## src/rtl/control_pkg.sv

```systemverilog
// Shared constants for the hardwired control unit: opcodes, ALU codes,
// datapath bit maps, step encoding and per-opcode step-sequencing helpers.
package control_pkg;

  localparam logic [4:0] OP_LD   = 5'd0,  OP_LDI  = 5'd1,  OP_ST   = 5'd2,
                         OP_ADD  = 5'd3,  OP_SUB  = 5'd4,  OP_AND  = 5'd5,
                         OP_OR   = 5'd6,  OP_ROR  = 5'd7,  OP_ROL  = 5'd8,
                         OP_SHR  = 5'd9,  OP_SHRA = 5'd10, OP_SHL  = 5'd11,
                         OP_ADDI = 5'd12, OP_ANDI = 5'd13, OP_ORI  = 5'd14,
                         OP_MUL  = 5'd15, OP_DIV  = 5'd16, OP_NEG  = 5'd17,
                         OP_NOT  = 5'd18, OP_BR   = 5'd19, OP_JR   = 5'd20,
                         OP_MFHI = 5'd24, OP_MFLO = 5'd25, OP_NOP  = 5'd26,
                         OP_HALT = 5'd27;

  localparam logic [5:0] ALU_ADD = 6'd0, ALU_SUB = 6'd1, ALU_AND = 6'd2,
                         ALU_OR  = 6'd3, ALU_SHR = 6'd4, ALU_SHRA = 6'd5,
                         ALU_SHL = 6'd6, ALU_ROR = 6'd7, ALU_ROL = 6'd8,
                         ALU_MUL = 6'd9, ALU_DIV = 6'd10, ALU_NEG = 6'd11,
                         ALU_NOT = 6'd12;

  localparam int EN_HI = 16, EN_LO = 17, EN_ZHI = 18, EN_ZLO = 19, EN_PC = 20,
                 EN_IR = 21, EN_MDR = 22, EN_MAR = 23, EN_Y = 24;

  localparam int I_HI = 16, I_LO = 17, I_ZHI = 18, I_ZLO = 19, I_PC = 20,
                 I_MDR = 22, I_C = 25;

  typedef enum logic [3:0] {T0, T1, T2, T3, T4, T5, T6, T7, HALT} state_e;

  // Final execute step of each opcode; undefined opcodes end at T3 like nop.
  function automatic state_e last_step(input logic [4:0] op);
    if (op >= OP_ADD && op <= OP_ORI) return T5;
    case (op)
      OP_LD, OP_ST:           return T7;
      OP_LDI:                 return T5;
      OP_MUL, OP_DIV, OP_BR:  return T6;
      OP_NEG, OP_NOT:         return T4;
      default:                return T3;
    endcase
  endfunction

  function automatic state_e next_step(input state_e s);
    case (s)
      T0:      return T1;
      T1:      return T2;
      T2:      return T3;
      T3:      return T4;
      T4:      return T5;
      T5:      return T6;
      T6:      return T7;
      default: return T0;
    endcase
  endfunction

endpackage

```

## src/rtl/opcode_to_alu_sel.sv

```systemverilog
// Combinational opcode -> ALU operation map for the arithmetic/logic opcodes.
module opcode_to_alu_sel
  import control_pkg::*;
(
  input  logic [4:0] i_op,
  output logic [5:0] o_alu_sel
);

  always_comb begin
    o_alu_sel = ALU_ADD;
    case (i_op)
      OP_SUB:          o_alu_sel = ALU_SUB;
      OP_AND, OP_ANDI: o_alu_sel = ALU_AND;
      OP_OR,  OP_ORI:  o_alu_sel = ALU_OR;
      OP_SHR:          o_alu_sel = ALU_SHR;
      OP_SHRA:         o_alu_sel = ALU_SHRA;
      OP_SHL:          o_alu_sel = ALU_SHL;
      OP_ROR:          o_alu_sel = ALU_ROR;
      OP_ROL:          o_alu_sel = ALU_ROL;
      OP_MUL:          o_alu_sel = ALU_MUL;
      OP_DIV:          o_alu_sel = ALU_DIV;
      OP_NEG:          o_alu_sel = ALU_NEG;
      OP_NOT:          o_alu_sel = ALU_NOT;
      default:         o_alu_sel = ALU_ADD;
    endcase
  end

endmodule

```

## src/rtl/control_sequencer.sv

```systemverilog
// Hardwired step sequencer: fetch T0-T2, opcode-specific execute T3-T7,
// memory-ready stalls, and halt at instruction boundaries.
module control_sequencer
  import control_pkg::*;
#(
  parameter int OPW       = 5,
  parameter bit START_RUN = 1'b1
)(
  input  logic        clk,
  input  logic        clr,
  input  logic [31:0] ir,
  input  logic        con_ff,
  input  logic        mem_ready,
  input  logic        stop,
  output logic [31:0] i,
  output logic [31:0] reg_enable,
  output logic [5:0]  ALU_Sel,
  output logic        read,
  output logic        write,
  output logic        incPC,
  output logic        Gra,
  output logic        Grb,
  output logic        Grc,
  output logic        Rin,
  output logic        Rout,
  output logic        BAout,
  output logic        conIn,
  output logic        ConFFout,
  output logic        run
);

  state_e      r_state, w_next;
  logic        r_ena, r_stop_pend;
  logic [4:0]  w_op;
  logic [5:0]  w_alu;
  logic        w_rr, w_imm, w_md, w_nn, w_wait, w_boundary, w_unused;

  assign w_op     = 5'(ir[31 -: OPW]);
  assign w_unused = ^ir[31-OPW:0];
  assign w_rr     = (w_op >= OP_ADD)  && (w_op <= OP_SHL);
  assign w_imm    = (w_op >= OP_ADDI) && (w_op <= OP_ORI);
  assign w_md     = (w_op == OP_MUL)  || (w_op == OP_DIV);
  assign w_nn     = (w_op == OP_NEG)  || (w_op == OP_NOT);
  assign w_wait   = !mem_ready && (((r_state == T6) && (w_op == OP_LD)) ||
                                   ((r_state == T7) && (w_op == OP_ST)));
  assign w_boundary = (r_state >= T3) && (r_state != HALT) && !w_wait &&
                      (r_state == last_step(w_op));

  opcode_to_alu_sel u_alu_map (.i_op(w_op), .o_alu_sel(w_alu));

  // r_ena masks outputs for the first cycle after reset so reset reads as all-zero.
  always_ff @(posedge clk) begin
    if (!clr) begin
      r_state     <= START_RUN ? T0 : HALT;
      r_ena       <= 1'b0;
      r_stop_pend <= 1'b0;
    end else begin
      r_ena <= 1'b1;
      if (r_ena) r_state <= w_next;
      if (r_ena && r_state != HALT)
        r_stop_pend <= w_boundary ? 1'b0 : (r_stop_pend | stop);
    end
  end

  always_comb begin
    w_next = r_state;
    case (r_state)
      HALT:    w_next = HALT;
      T0, T2:  w_next = next_step(r_state);
      T1:      w_next = mem_ready ? T2 : T1;
      default: begin
        if (w_op == OP_HALT)   w_next = HALT;
        else if (w_wait)       w_next = r_state;
        else if (w_boundary)   w_next = (stop || r_stop_pend) ? HALT : T0;
        else                   w_next = next_step(r_state);
      end
    endcase
  end

  always_comb begin
    i = '0; reg_enable = '0; ALU_Sel = ALU_ADD;
    read = 1'b0; write = 1'b0; incPC = 1'b0;
    Gra = 1'b0; Grb = 1'b0; Grc = 1'b0; Rin = 1'b0; Rout = 1'b0;
    BAout = 1'b0; conIn = 1'b0; ConFFout = 1'b0;
    run = r_ena ? (r_state != HALT) : START_RUN;
    if (r_ena) begin
      case (r_state)
        T0: begin i[I_PC] = 1'b1; reg_enable[EN_MAR] = 1'b1; incPC = 1'b1; end
        T1: begin read = 1'b1; reg_enable[EN_MDR] = 1'b1; end
        T2: begin i[I_MDR] = 1'b1; reg_enable[EN_IR] = 1'b1; end
        T3: begin
          if (w_rr || w_imm) begin Grb = 1'b1; Rout = 1'b1; reg_enable[EN_Y] = 1'b1; end
          else if (w_md)     begin Gra = 1'b1; Rout = 1'b1; reg_enable[EN_Y] = 1'b1; end
          else if (w_nn)     begin Grb = 1'b1; Rout = 1'b1; ALU_Sel = w_alu; reg_enable[EN_ZLO] = 1'b1; end
          else if (w_op == OP_LD || w_op == OP_LDI || w_op == OP_ST)
                             begin Grb = 1'b1; BAout = 1'b1; reg_enable[EN_Y] = 1'b1; end
          else if (w_op == OP_BR)   begin Gra = 1'b1; Rout = 1'b1; conIn = 1'b1; end
          else if (w_op == OP_JR)   begin Gra = 1'b1; Rout = 1'b1; reg_enable[EN_PC] = 1'b1; end
          else if (w_op == OP_MFHI) begin i[I_HI] = 1'b1; Gra = 1'b1; Rin = 1'b1; end
          else if (w_op == OP_MFLO) begin i[I_LO] = 1'b1; Gra = 1'b1; Rin = 1'b1; end
        end
        T4: begin
          if (w_rr)       begin Grc = 1'b1; Rout = 1'b1; ALU_Sel = w_alu; reg_enable[EN_ZLO] = 1'b1; end
          else if (w_imm) begin i[I_C] = 1'b1; ALU_Sel = w_alu; reg_enable[EN_ZLO] = 1'b1; end
          else if (w_md)  begin Grb = 1'b1; Rout = 1'b1; ALU_Sel = w_alu;
                                reg_enable[EN_ZHI] = 1'b1; reg_enable[EN_ZLO] = 1'b1; end
          else if (w_nn)  begin i[I_ZLO] = 1'b1; Gra = 1'b1; Rin = 1'b1; end
          else if (w_op == OP_LD || w_op == OP_LDI || w_op == OP_ST)
                          begin i[I_C] = 1'b1; reg_enable[EN_ZLO] = 1'b1; end
          else if (w_op == OP_BR) begin i[I_PC] = 1'b1; reg_enable[EN_Y] = 1'b1; end
        end
        T5: begin
          if (w_rr || w_imm || w_op == OP_LDI) begin i[I_ZLO] = 1'b1; Gra = 1'b1; Rin = 1'b1; end
          else if (w_md) begin i[I_ZLO] = 1'b1; reg_enable[EN_LO] = 1'b1; end
          else if (w_op == OP_LD || w_op == OP_ST) begin i[I_ZLO] = 1'b1; reg_enable[EN_MAR] = 1'b1; end
          else if (w_op == OP_BR) begin i[I_C] = 1'b1; reg_enable[EN_ZLO] = 1'b1; end
        end
        T6: begin
          if (w_md)                begin i[I_ZHI] = 1'b1; reg_enable[EN_HI] = 1'b1; end
          else if (w_op == OP_LD)  begin read = 1'b1; reg_enable[EN_MDR] = 1'b1; end
          else if (w_op == OP_ST)  begin Gra = 1'b1; Rout = 1'b1; reg_enable[EN_MDR] = 1'b1; end
          else if (w_op == OP_BR)  begin i[I_ZLO] = 1'b1; reg_enable[EN_PC] = con_ff; end
        end
        T7: begin
          if (w_op == OP_LD)      begin i[I_MDR] = 1'b1; Gra = 1'b1; Rin = 1'b1; end
          else if (w_op == OP_ST) write = 1'b1;
        end
        default: ;
      endcase
    end
  end

endmodule

```

## config.mk

```make
export PLATFORM = sky130hd
export DESIGN_NAME = control_sequencer
export DESIGN_NICKNAME = d
export VERILOG_FILES = /design/src/rtl/control_pkg.sv /design/src/rtl/opcode_to_alu_sel.sv /design/src/rtl/control_sequencer.sv
export SDC_FILE = /design/constraint.sdc
export NUM_CORES = 1
export LEC_CHECK = 0
export CORE_UTILIZATION = 35
export CTS_CLUSTER_SIZE = 14
export DETAILED_ROUTE_END_ITERATION = 8
export PLACE_DENSITY_LB_ADDON = 0.2
export SYNTH_ARGS = -nofsm -noshare
export SYNTH_HDL_FRONTEND = slang
export SYNTH_SLANG_ARGS = --single-unit
export TNS_END_PERCENT = 100
```

## constraint.sdc

```tcl
create_clock -name clk -period 3.85 [get_ports clk]
set_input_delay 0.77 -clock clk [delete_from_list [all_inputs] [get_ports clk]]
set_output_delay 0.77 -clock clk [all_outputs]
set_load 0.1 [all_outputs]
```

* Yosys cells after proc, flatten, opt, wreduce, memory -nomap -nowiden
Memories as Yosys holds them, arrays and structs flattened. Cells that the tools add are included.
Operators by class: order comparisons 5, eq/ne operators 22, multiplexer cells 148, bitwise gates (word level) 1, reduce and logical (&&, ||, !) cells 25
Operators by type and width (number):
- 1-bit two-way mux | 103
- 6-bit two-way mux | 7
- 5-bit equality test (second input constant) | 8
- 2-bit two-way mux | 13
- 4-bit two-way mux | 6
- 1-bit one-hot mux with 2 select lines | 9
- 3-bit one-hot mux with 6 select lines | 1
- 4-bit by 3-bit equality test with 1-bit output (second input constant) | 4
- 4-bit one-hot mux with 3 select lines | 1
- 6-bit one-hot mux with 2 select lines | 1
- 5-bit by 4-bit <= comparator with 1-bit output (second input constant) | 2
- 1-bit logical AND | 10
- 1-bit logical OR | 9
- 9-bit two-way mux | 1
- 1-bit one-hot mux with 3 select lines | 3
- 4-bit by 2-bit equality test with 1-bit output (second input constant) | 2
- 5-bit by 1-bit equality test with 1-bit output (second input constant) | 1
- 5-bit by 2-bit equality test with 1-bit output (second input constant) | 1
- 5-bit by 4-bit equality test with 1-bit output (second input constant) | 1
- 5-bit by 2-bit >= comparator with 1-bit output (second input constant) | 1
- 5-bit by 4-bit >= comparator with 1-bit output (second input constant) | 1
- 5-bit logical NOT | 1
- 5-bit two-way mux | 1
- 5-bit by 1-bit != test with 1-bit output (second input constant) | 1
- other kinds (12) | 13
Storage, ports and cells: register bits 6, memory bits (read-only) 224, input bits 37, output and inout bits 82, word-level logic and storage cells 206, memories 2
Memories:
- (name not given) | depth 32, width 4, rd ports 1, clocked after memory_dff 0, wr ports 0, line opcode_to_alu_sel.sv:11 | case (i_op)
- (name not given) | depth 32, width 3, rd ports 1, clocked after memory_dff 0, wr ports 0, line control_pkg.sv:32 | case (op)

* Logic depth before layout (Yosys ltp)
depth after elaboration 11, depth in mapped cells 8, gate-level depth less buffers 7

* By module
A second synthesis with hierarchy kept.
Second synthesis, totals: cell total of the unflattened synthesis 296, area total of the unflattened synthesis 2073.2 µm²
By module, submodules not included:
- control_sequencer | instances 1, cells an instance 262, area each 1801.7 µm², seq. area each 120.1 µm²
- opcode_to_alu_sel | instances 1, cells an instance 34, area each 271.5 µm², seq. area each 0.0 µm²

* Worst setup path before layout
Ideal clock, no wire load.
kind input -> output, from input port ir[29], to output port i[17], arrival time 4.435 ns, required time 3.080 ns, path slack -1.355 ns, stages on the path 4, buffers on the path 2, path through buf_2 > buf_2 > and3b_1 > nor4b_1
On the way: longest elaborated chain between the ends 11, elaborated cells between the ends (all ways) 32, classes of those cells 4 x order compare; 10 x eq/ne; 10 x mux; 8 x reduce/logical
RTL lines:
- start: declaration | line control_sequencer.sv:11 | input logic [31:0] ir,
- 5-bit equality test | line control_sequencer.sv:100 | else if (w_op == OP_MFLO) begin i[I_LO] = 1'b1; Gra = 1'b1; Rin = 1'b1; end
- 1-bit two-way mux | line control_sequencer.sv:100
- 1-bit two-way mux | line control_sequencer.sv:99 | else if (w_op == OP_MFHI) begin i[I_HI] = 1'b1; Gra = 1'b1; Rin = 1'b1; end
- 2-bit two-way mux | line control_sequencer.sv:98 | else if (w_op == OP_JR) begin Gra = 1'b1; Rout = 1'b1; reg_enable[EN_PC] = 1'b1; end
- 2-bit two-way mux | line control_sequencer.sv:97 | else if (w_op == OP_BR) begin Gra = 1'b1; Rout = 1'b1; conIn = 1'b1; end
- 2-bit two-way mux | line control_sequencer.sv:95 | else if (w_op == OP_LD || w_op == OP_LDI || w_op == OP_ST)
- 2-bit two-way mux | line control_sequencer.sv:94 | else if (w_nn) begin Grb = 1'b1; Rout = 1'b1; ALU_Sel = w_alu; reg_enable[EN_ZLO] = 1'b1; end
- 2-bit two-way mux | line control_sequencer.sv:93 | else if (w_md) begin Gra = 1'b1; Rout = 1'b1; reg_enable[EN_Y] = 1'b1; end
- 2-bit two-way mux (*) | line control_sequencer.sv:92 | if (w_rr || w_imm) begin Grb = 1'b1; Rout = 1'b1; reg_enable[EN_Y] = 1'b1; end
- 2-bit two-way mux (*) | line control_sequencer.sv:87 | case (r_state)
- 5-bit two-way mux (*) | line control_sequencer.sv:86 | if (r_ena) begin
- end: declaration | line control_sequencer.sv:15 | output logic [31:0] i,
Every way passes the cells marked *; elsewhere a longest branch is shown, timed or not.

* Worst setup path after layout
from input port ir[31], to output port ALU_Sel[3]
On the way: longest elaborated chain between the ends 7, elaborated cells between the ends (all ways) 22, classes of those cells 4 x order compare; 4 x eq/ne; 8 x mux; 5 x reduce/logical; 1 x memory
RTL lines:
- branches (longest 5 deep; another with memory read 32 x 4 bit)
- 6-bit one-hot mux with 2 select lines (*) | line control_sequencer.sv:87
- 6-bit two-way mux (*) | line control_sequencer.sv:86
- end: declaration | line control_sequencer.sv:17 | output logic [5:0] ALU_Sel,
Mark *: on every way between the ends.

==> qor.log <==
[detailed_routing] Routed met2 length 2829 µm
[grt] wire length of the first global-routing pass 9494 µm
[worst_hold_path] Hold Path Class reg -> reg
[detailed_routing] met1 wire length 2524 µm
[pwr] Total Power 0.6676 mW
[synth] ys flop type sky130_fd_sc_hd__dfxtp_1
[floorplanning] Die Height 76.82 µm
[floorplanning] DIE WIDTH 76.82 µm
[synth] synth top area cells sky130_fd_sc_hd__buf_4 (20%), sky130_fd_sc_hd__dfxtp_1 (6.1%), sky130_fd_sc_hd__nor2_1 (5.6%)
[timing] max-slew violation count 0
[timing] final-layout setup total negative slack 0 ns
[timing] setup repair after global routing missed its margin false
[clock_network] clock sink total 6
[status] run status finished, final reports clean
[detailed_routing] WL per Instance 13.65 µm
[pwr] VDD IR max 0.0001777 V
[setup_path] path type of the worst setup path in -> out
[setup_path] Data required, critical path 3.08 ns
[floorplanning] initial standard-cell utilization of the core 37.41%
[synth] synthesized flop and latch total 6
[setup_path] R2R Path End r_state[0]$_SDFFE_PN0P_
[layout] layout cells sized above 1 32.59%
[clock_network] clk_lat worst skew 0.23 ns
[clock_network] clock transition at the register clock pins on the worst setup and hold paths after CTS 0.04 ns
[clock_network] number of buffers added by the clock tree synthesis step 3
[synth] Post-synth top cells sky130_fd_sc_hd__buf_4 (53), sky130_fd_sc_hd__nor2_1 (29), sky130_fd_sc_hd__nand2_1 (26)
[layout] combined area of the multi-input logic cells 0.001648 mm²
[grt] maximum number of pins on one net before global-route repair 21
[pwr] static leakage 1.310 nW
[placement] Final Wtd Congestion 0.8565
[setup_path] CP Launch Type primary input
[setup_path] Reg-to-Reg Start r_state[2]$_SDFFE_PN0P_
[synth] Post-Syn Area per Cell 6.756 µm²
[pwr] clock share of power 14.8%
[detailed_routing] drc violations 0
[detailed_routing] average via count per standard cell 5.186
[detailed_routing] highest signal layer in the routed design met4
[setup_path] endpoint class of the critical path primary output
[grt] total track usage 19.48%
[clock_network] maximum level of the CTS H-tree 1
[grt] via count of the first global-routing pass 1947
[layout] nets@finish 405
[setup_path] worst reg-to-reg setup slack 1.80 ns
[setup_path] reg2reg path depth 5
[pwr] sequential group share of total power 10.7%
[detailed_routing] remaining antenna violation count after routing 0
[detailed_routing] routed length on met3 423 µm
[floorplanning] DIE AREA 0.005901 mm²
[clock_network] Max Buffers Root-to-Sink 2
[placement] total half-perimeter wirelength after legalization and detailed placement 4675 µm
[flow_run] Maximum Capacitance Violations 0
[timing] highest achievable clock rate 0.2720 GHz
[placement] number of placed instances, taps included 425
[layout] utilization after layout 56.93%
[pwr] internal power summed over all cells 0.2423 mW
[layout] register area 120.1 µm²
[clock_network] root buffer cell sky130_fd_sc_hd__clkbuf_8
[timing] worst rel slew slack 56.38%
[clock_network] TritonCTS clock tree yes
[detailed_routing] number of iterations in the first detailed-routing pass 4
[pwr] switching power 0.4252 mW
[pwr] combinational group share of total power 74.5%
[synth] sequential fraction of the synthesis area 6.130%
[detailed_routing] Detailed Route Iter0 Violations 166
[timing] number of hold-slack violations in the final timing report 0
[synth] summed instance area of the synthesized netlist 0.001959 mm²
[timing] fraction of the cycle the final worst path needs 95.48%
[setup_path] launching element of the worst setup path ir[31]
[synth] most repeated cell in the gate-level netlist after synthesis sky130_fd_sc_hd__buf_4
[timing] transition at the pin with the smallest max-transition slack 0.6525 ns
[placement] IO buf count 40
[floorplanning] row cnt 26
[pwr] switching fraction of total power 63.70%
[timing] final setup violating endpoints 0
[layout] Filler Cells Inserted 502
[detailed_routing] Vias 2225
[setup_path] maximum fanout along the worst path 9
[synth] number of unique standard cell types used by synthesis 65
[timing] Final min period 3.676 ns
[floorplanning] number of I/O pins 119
[synth] number of enable flip-flop cells after synthesis 0
[synth] library cell with the largest summed area after synthesis sky130_fd_sc_hd__buf_4
[synth] async set-reset flop share out of synthesis 0%
[synth] synth warn 0
[synth] Syn Inst Count 290
[floorplanning] core region area 0.005238 mm²
[detailed_routing] WL final 5856 µm
[synth] share of the synthesized area in the top cell type 20.31%
[layout] antenna cell count 0
[setup_path] Setup crit end ALU_Sel[3]
[setup_path] arrival time worst endpoint 2.91 ns
[timing] final setup skew 0.0004926 ns
[pwr] areal power density over the cells 223.9 mW/mm²
[layout] count of placed standard cells in the final layout, fillers left out 429
[layout] synthesis-to-finish area growth 52.17%
[grt] number of antenna violations at the first check in global routing 0
[grt] total overflow reported by the global router 0
[per-layer routing]
metal  up-vias  track usage, %
met5         -               0
met4         0           5.000
met3         7           2.500
met2       114           32.59
met1      1026           26.07
li1       1078               -
[flip-flops by register name (all words and copies together) (netlist names)]
name	flops
r_state	4
r_stop_pend	1
r_ena	1
[area by class of cell]
type	count	area share, %
sequential	6	4.029
multi-input combinational	256	55.27
inverter	9	1.133
timing repair buffer	85	35.25
tap	70	2.937
clock buffer	3	1.385
[power by group through the flow]
| stage | clock network (mW) | registers (mW) | logic [mW] |
|---|---|---|---|
| 3_5_place_dp | 0 | 0.0724 | 0.488 |
| 5_1_grt | 0.104 | 0.0723 | 0.518 |
| 3_3_place_gp | 0 | 0.0721 | 0.485 |
| 2_1_floorplan | 0 | 0.0690 | 0.430 |
| 6_report | 0.0986 | 0.0714 | 0.498 |
| 4_1_cts | 0.0999 | 0.0714 | 0.490 |
[logic make-up after synthesis]
kind of cell | synth area share, %
compound gates | 27.27
fa+ha+maj | 4.470
buf+inv | 26.37
flops | 6.131
mux | 2.171
other cells | 0.1914
simple gates | 33.40
[worst max-delay path, cell delays in order]
cell,delay [ns]
sky130_fd_sc_hd__clkdlybuf4s50_1,0.65
sky130_fd_sc_hd__and4b_2,0.34
sky130_fd_sc_hd__o21bai_2,0.26
sky130_fd_sc_hd__nor4_1,0.27
sky130_fd_sc_hd__o21ai_0,0.13
sky130_fd_sc_hd__buf_4,0.16
sky130_fd_sc_hd__nor2_2,0.14
sky130_fd_sc_hd__buf_12,0.19
[worst min-delay path by stage]
stage,startpoint,end,slack (ns),cells after the start
2_1_floorplan,r_ena$_DFF_P_,r_state[2]$_SDFFE_PN0P_,0.54,3
3_3_place_gp,r_stop_pend$_SDFFE_PN0P_,r_stop_pend$_SDFFE_PN0P_,0.57,3
3_5_place_dp,r_stop_pend$_SDFFE_PN0P_,r_stop_pend$_SDFFE_PN0P_,0.58,3
4_1_cts,r_stop_pend$_SDFFE_PN0P_,r_stop_pend$_SDFFE_PN0P_,0.59,3
5_1_grt,r_stop_pend$_SDFFE_PN0P_,r_stop_pend$_SDFFE_PN0P_,0.65,3
6_report,r_stop_pend$_SDFFE_PN0P_,r_stop_pend$_SDFFE_PN0P_,0.59,3
[timing repair]
item / in CTS / in global routing
endpoints found under the setup margin: 5 / 13
gates resized for setup: 4 / 10
buffers inserted: 0 / 0
cloned: 0 / 1
pin swaps: 1 / 2
hold buffers: 0 / 0
[layout by cell type, fill, tap and decap left out, types with 5 or more instances in the layout]
master	instances
sky130_fd_sc_hd__inv_1	9
sky130_fd_sc_hd__nor2_1	22
sky130_fd_sc_hd__nand2b_1	9
sky130_fd_sc_hd__buf_12	29
sky130_fd_sc_hd__nor3_1	6
sky130_fd_sc_hd__o21ai_0	9
sky130_fd_sc_hd__dfxtp_1	6
sky130_fd_sc_hd__buf_4	46
sky130_fd_sc_hd__nand3_1	13
sky130_fd_sc_hd__nor2_2	7
sky130_fd_sc_hd__ha_1	6
sky130_fd_sc_hd__a21oi_1	15
sky130_fd_sc_hd__nand2_1	26
sky130_fd_sc_hd__clkdlybuf4s50_1	5
sky130_fd_sc_hd__nor3_2	5
sky130_fd_sc_hd__conb_1	51
[through the flow]
| stage | hold WS (ns) | setup WS, ns | area [µm²] |
|---|---|---|---|
| floorplan | 0.5438 | -1.186 | 2240 |
| global placement | 0.5735 | -0.03674 | 2860 |
| detailed placement | 0.5828 | -0.07216 | 2860 |
| CTS | 0.5892 | -0.0001008 | 2920 |
| global route | 0.6495 | 0.04699 | 2982 |
| finish | 0.5880 | 0.1740 | 2982 |
(Power assumes the default switching activity.)
